**src/rtl/pin_in_cond.sv**
```systemverilog
// pin_in_cond: synchronizes and optionally glitch-filters raw pad inputs, with edge pulses and sticky events
//   clk      core clock, rising edge
//   res      asynchronous active-high reset
//   pin_raw  unsynchronized pad inputs
//   pin_in   conditioned pin values
//   rise     one-cycle pulse on a 0->1 change of pin_in
//   fall     one-cycle pulse on a 1->0 change of pin_in
//   evt      sticky change flags, cleared by writing 1 to evt_clr
//   evt_clr  write-one-to-clear for evt
//   rdy      high once the synchronizer warm-up has finished
// Optional glitch filter: define PIN_IN_FILTER_EN (FILT_LEN is used only then).
module pin_in_cond #(
  parameter int WIDTH       = 32,
  parameter int SYNC_STAGES = 2,
  parameter int FILT_LEN    = 4
) (
  input  logic             clk,
  input  logic             res,
  input  logic [WIDTH-1:0] pin_raw,
  output logic [WIDTH-1:0] pin_in,
  output logic [WIDTH-1:0] rise,
  output logic [WIDTH-1:0] fall,
  output logic [WIDTH-1:0] evt,
  input  logic [WIDTH-1:0] evt_clr,
  output logic             rdy
);
  if (SYNC_STAGES < 2 || SYNC_STAGES > 4) begin : g_bad_sync
    $error("pin_in_cond: SYNC_STAGES must be 2..4");
  end
  if (FILT_LEN < 1 || FILT_LEN > 15) begin : g_bad_filt
    $error("pin_in_cond: FILT_LEN must be 1..15");
  end
  logic [SYNC_STAGES-1:0][WIDTH-1:0] s_q, s_d;
  logic [WIDTH-1:0] s_last, flt, chg;
  logic [WIDTH-1:0] pin_in_q, pin_in_d, rise_q, rise_d, fall_q, fall_d, evt_q, evt_d;
  logic [2:0] wu_q, wu_d;
  logic rdy_q, rdy_d, load;
  assign s_d    = {s_q[SYNC_STAGES-2:0], pin_raw};
  assign s_last = s_q[SYNC_STAGES-1];
  assign load   = !rdy_q && wu_q == 3'(SYNC_STAGES - 1);
`ifdef PIN_IN_FILTER_EN
  logic [WIDTH-1:0][3:0] cnt_q, cnt_d;
  always_comb begin
    cnt_d = '0;
    flt   = pin_in_q;
    for (int i = 0; i < WIDTH; i++) begin
      if (rdy_q && s_last[i] != pin_in_q[i]) begin
        if (cnt_q[i] == 4'(FILT_LEN - 1)) flt[i] = s_last[i];
        else cnt_d[i] = cnt_q[i] + 4'd1;
      end
    end
  end
  always_ff @(posedge clk or posedge res)
    if (res) cnt_q <= '0;
    else cnt_q <= cnt_d;
`else
  assign flt = s_last;
`endif
  // The loading edge takes the value s_last is about to hold, so pin_in is
  // valid the moment rdy rises and the following steady edge sees no change.
  always_comb begin
    chg      = rdy_q ? flt ^ pin_in_q : '0;
    pin_in_d = rdy_q ? flt : load ? s_q[SYNC_STAGES-2] : pin_in_q;
    rise_d   = chg & flt;
    fall_d   = chg & ~flt;
    evt_d    = (evt_q & ~evt_clr) | chg;
    rdy_d    = rdy_q | load;
    wu_d     = rdy_q ? wu_q : wu_q + 3'd1;
  end
  always_ff @(posedge clk or posedge res)
    if (res) begin
      s_q      <= '0;
      pin_in_q <= '0;
      rise_q   <= '0;
      fall_q   <= '0;
      evt_q    <= '0;
      wu_q     <= '0;
      rdy_q    <= 1'b0;
    end else begin
      s_q      <= s_d;
      pin_in_q <= pin_in_d;
      rise_q   <= rise_d;
      fall_q   <= fall_d;
      evt_q    <= evt_d;
      wu_q     <= wu_d;
      rdy_q    <= rdy_d;
    end
  assign pin_in = pin_in_q;
  assign rise   = rise_q;
  assign fall   = fall_q;
  assign evt    = evt_q;
  assign rdy    = rdy_q;
endmodule

```
**config.mk**
```make
export PLATFORM = sky130hd
export DESIGN_NAME = pin_in_cond
export DESIGN_NICKNAME = d
export VERILOG_FILES = /design/src/rtl/pin_in_cond.sv
export SDC_FILE = /design/constraint.sdc
export NUM_CORES = 1
export LEC_CHECK = 0
export CORE_MARGIN = 3
export CORE_UTILIZATION = 40
export CTS_BUF_LIST = sky130_fd_sc_hd__clkbuf_8 sky130_fd_sc_hd__clkbuf_16
export CTS_CLUSTER_DIAMETER = 120
export DETAILED_ROUTE_END_ITERATION = 10
export PLACE_DENSITY = 0.76
export SLEW_MARGIN = 20
export SYNTH_ARGS = -nofsm -noshare
export SYNTH_HDL_FRONTEND = slang
export SYNTH_SLANG_ARGS = --single-unit
```
**constraint.sdc**
```tcl
create_clock -name clk -period 13 [get_ports clk]
set_input_delay 2.6 -clock clk [delete_from_list [all_inputs] [get_ports clk]]
set_output_delay 2.6 -clock clk [all_outputs]
set_load 0.02 [all_outputs]
```
==> metrics <==
status completed; vias in the first global route between 4k and 5k; met3 WL 936 um; CTS tree yes; core footprint ~17000 um2; DIE AREA 19700 um2; global-route wire length before repair between 20000 and 30000 um; worst hold stages 0; std cell rows 48; most common cell in the netlist dfrtp_1; cts hold-fix bufs 0; Crit. End Element output pin; initial core utilization about two fifths; Fmax 0.222 GHz; met1 wire length 6650 um; clock sink count 196; RSZ-0062 raised after global routing no; worst vdd ir 85.4 uV; crit path max fanout 43; CTS max path bufs 2; total global-route track usage 16.6%; area leader, netlist dfrtp_1; WL final 15700 um; fin crit share between 30% and 40%; WL met2 7890 um; post-CTS setup buffer count 0; FF-to-FF path depth 3; R2R Setup Slk 10.86 ns; max layer used met4; Chip Width ~140 um; area grow syn2layout 37.1%; Area contributors post-synth dfrtp_1, a221oi_2, xnor2_1, inv_1, o22ai_1; Clk Latency, worst-skew pair 0.42 ns; Die H 140 um; hold path start s_d[63]; initial antenna violation count 0; DR WL/cell between 15 and 20 um; synth warn 0; share of layout cells above drive strength 1 between 10% and 20%; Worst R2R Start rdy; Slew Limit Fails 0; crit-path leading delay family flip-flops; # setup viols final 0; Slew HR 33.2%; drt drc 0; Most used DFF post-synth dfrtp_1; CP Class reg2out; sequence of cells on the critical path clkdlybuf4s50_1; grt ovf 0; DRT iter0 DRCs between 200 and 250; Detail Route Antenna Nets 0; post-synthesis area per instance 13.7 um2; sequential fraction of the synthesis area 68.1%; Clock Skew about 0.0073 ns; PD cells between 100 and 150 nW/um2; minimum clock period 4.50 ns; pin count of the biggest net entering global routing 112; critical path's slowest cell dfrtp_4; Vias/cell between 4 and 5; Synth Cell Area about 7200 um2; Crit Reg-Reg Endpoint pin_in[17]; dpl hpwl 10200 um; Post-synth top cells dfrtp_1, inv_1, xnor2_1, o22ai_1; post-synthesis net count 594; I/O pin cnt 195; Vias 4620; Hold Fails Final Rpt 0; max-cap check violation count 0; root buf cell clkbuf_16; cts bufs inserted 17; EDFF count, synth 0; fin nets a little under 800; GP Congestion 0.775; Async S/R FF share, synth 100%; Post-CTS Resized 0; worst hold slack 0.374 ns; utilization after layout approximately 56%; post-synth cell types 25; port buffer count 194; Synth top area share around 70%; Post-Layout Inst Area 9870 um2; setup TNS 0 ns; Ant. Diodes 0; CP startpoint kind register; synthesized flop and latch total slightly below 200; Mapped Cells 526; Leakage between 4 and 5 nW; Least-Margin Pin Slew 1.00 ns; htree depth 4; Largest stage delay, worst path between 0.7 and 0.8 ns; Pre-antenna DRT Iters 4; Final Power about 0.0014 W; path category of the worst min-delay check reg2reg; worst path buffer plus inverter count 1; Worst Path Required 10.40 ns; Min-Delay Endpoint flt[31]; worst path arrival time 1.90 ns; placed cell areas 9270 um2; clk slew on worst S/H paths 0.07 ns
==> cells by family after synthesis <==
kind of cell               share of synthesized area, %
AOI/OAI and AO/OA                                  9.21
buffers and inverters                              6.20
and+or+nand+nor                                    11.9
DFF                                                68.1
muxes                                             0.139
xor gates and xnor gates                           4.13
adders and majority gates                         0.347
==> placed cells by master (no fill, tap or decap), drive strengths merged <==
cell type and instances:
clkbuf 18, and2 1, a311o 1, nor3 31, o22ai 32, dfrtp 196, nor2 31, ha 2
buf 4, nand2 1, a221oi 31, clkinv 3, bufinv 3, clkinvlp 3, nor3b 2, nand2b 2
xnor2 34, nor4bb 1, clkdlybuf4s50 194, inv 70, mux2i 1, and3 31, nor4b 31
==> through the flow <==
stage	cells	worst slack, ns
final	948	8.50
after global routing	948	8.41
after CTS	948	8.45
after detailed placement	917	8.22
after global placement	917	8.28
after floorplan	526	5.06
==> report_power, final <==
group	switching [W]	total, W	leakage, nW	internal (W)
Clock	0.000220	0.000527	0.291	0.000307
Combinational	0.0000775	0.000161	1.67	0.0000839
Sequential	0.0000234	0.000670	2.33	0.000646
==> worst register-to-register path, delay by kind of cell, from the launching register on <==
kind	cells	cell delay, ns
flops	1	0.74
buf+inv	1	0.86
simple gates	1	0.16
compound gates	1	0.28
==> flip-flops by register name, summed over array words and instances, names as in the netlist <==
signal / cells
pin_in: 32
flt: 32
fall: 32
rise: 32
rdy: 1
s_d: 32
wu_q: 3
evt: 32
==> metal layers <==
| metal | global-route usage [%] | vias up |
|---|---|---|
| li1 | - | 2177 |
| met4 | 5.66 | 0 |
| met1 | 21.0 | 2272 |
| met5 | 0 | - |
| met2 | 27.4 | 150 |
| met3 | 4.88 | 21 |
==> layout make-up <==
| class | instances | area (um2) |
|---|---|---|
| Multi-Input combinational cell | 232 | 1850 |
| Inverter | 66 | 255 |
| Fill cell | 1415 | 7600 |
| Tap cell | 225 | 282 |
| Timing Repair Buffer | 198 | 1980 |
| Sequential cell | 196 | 4910 |
| Clock inverter | 13 | 160 |
| Clock buffer | 18 | 439 |
==> how the worst max path moves through the flow <==
| stage | endpoint | cells after the start | start |
|---|---|---|---|
| finish | rdy | 1 | rdy |
| global route | rdy | 1 | rdy |
| CTS | rdy | 1 | rdy |
| detailed placement | flt[1] | 3 | res |
| global placement | flt[1] | 3 | res |
| floorplan | evt[0] | 1 | res |
No activity file was read; power rests on OpenSTA's default activity.
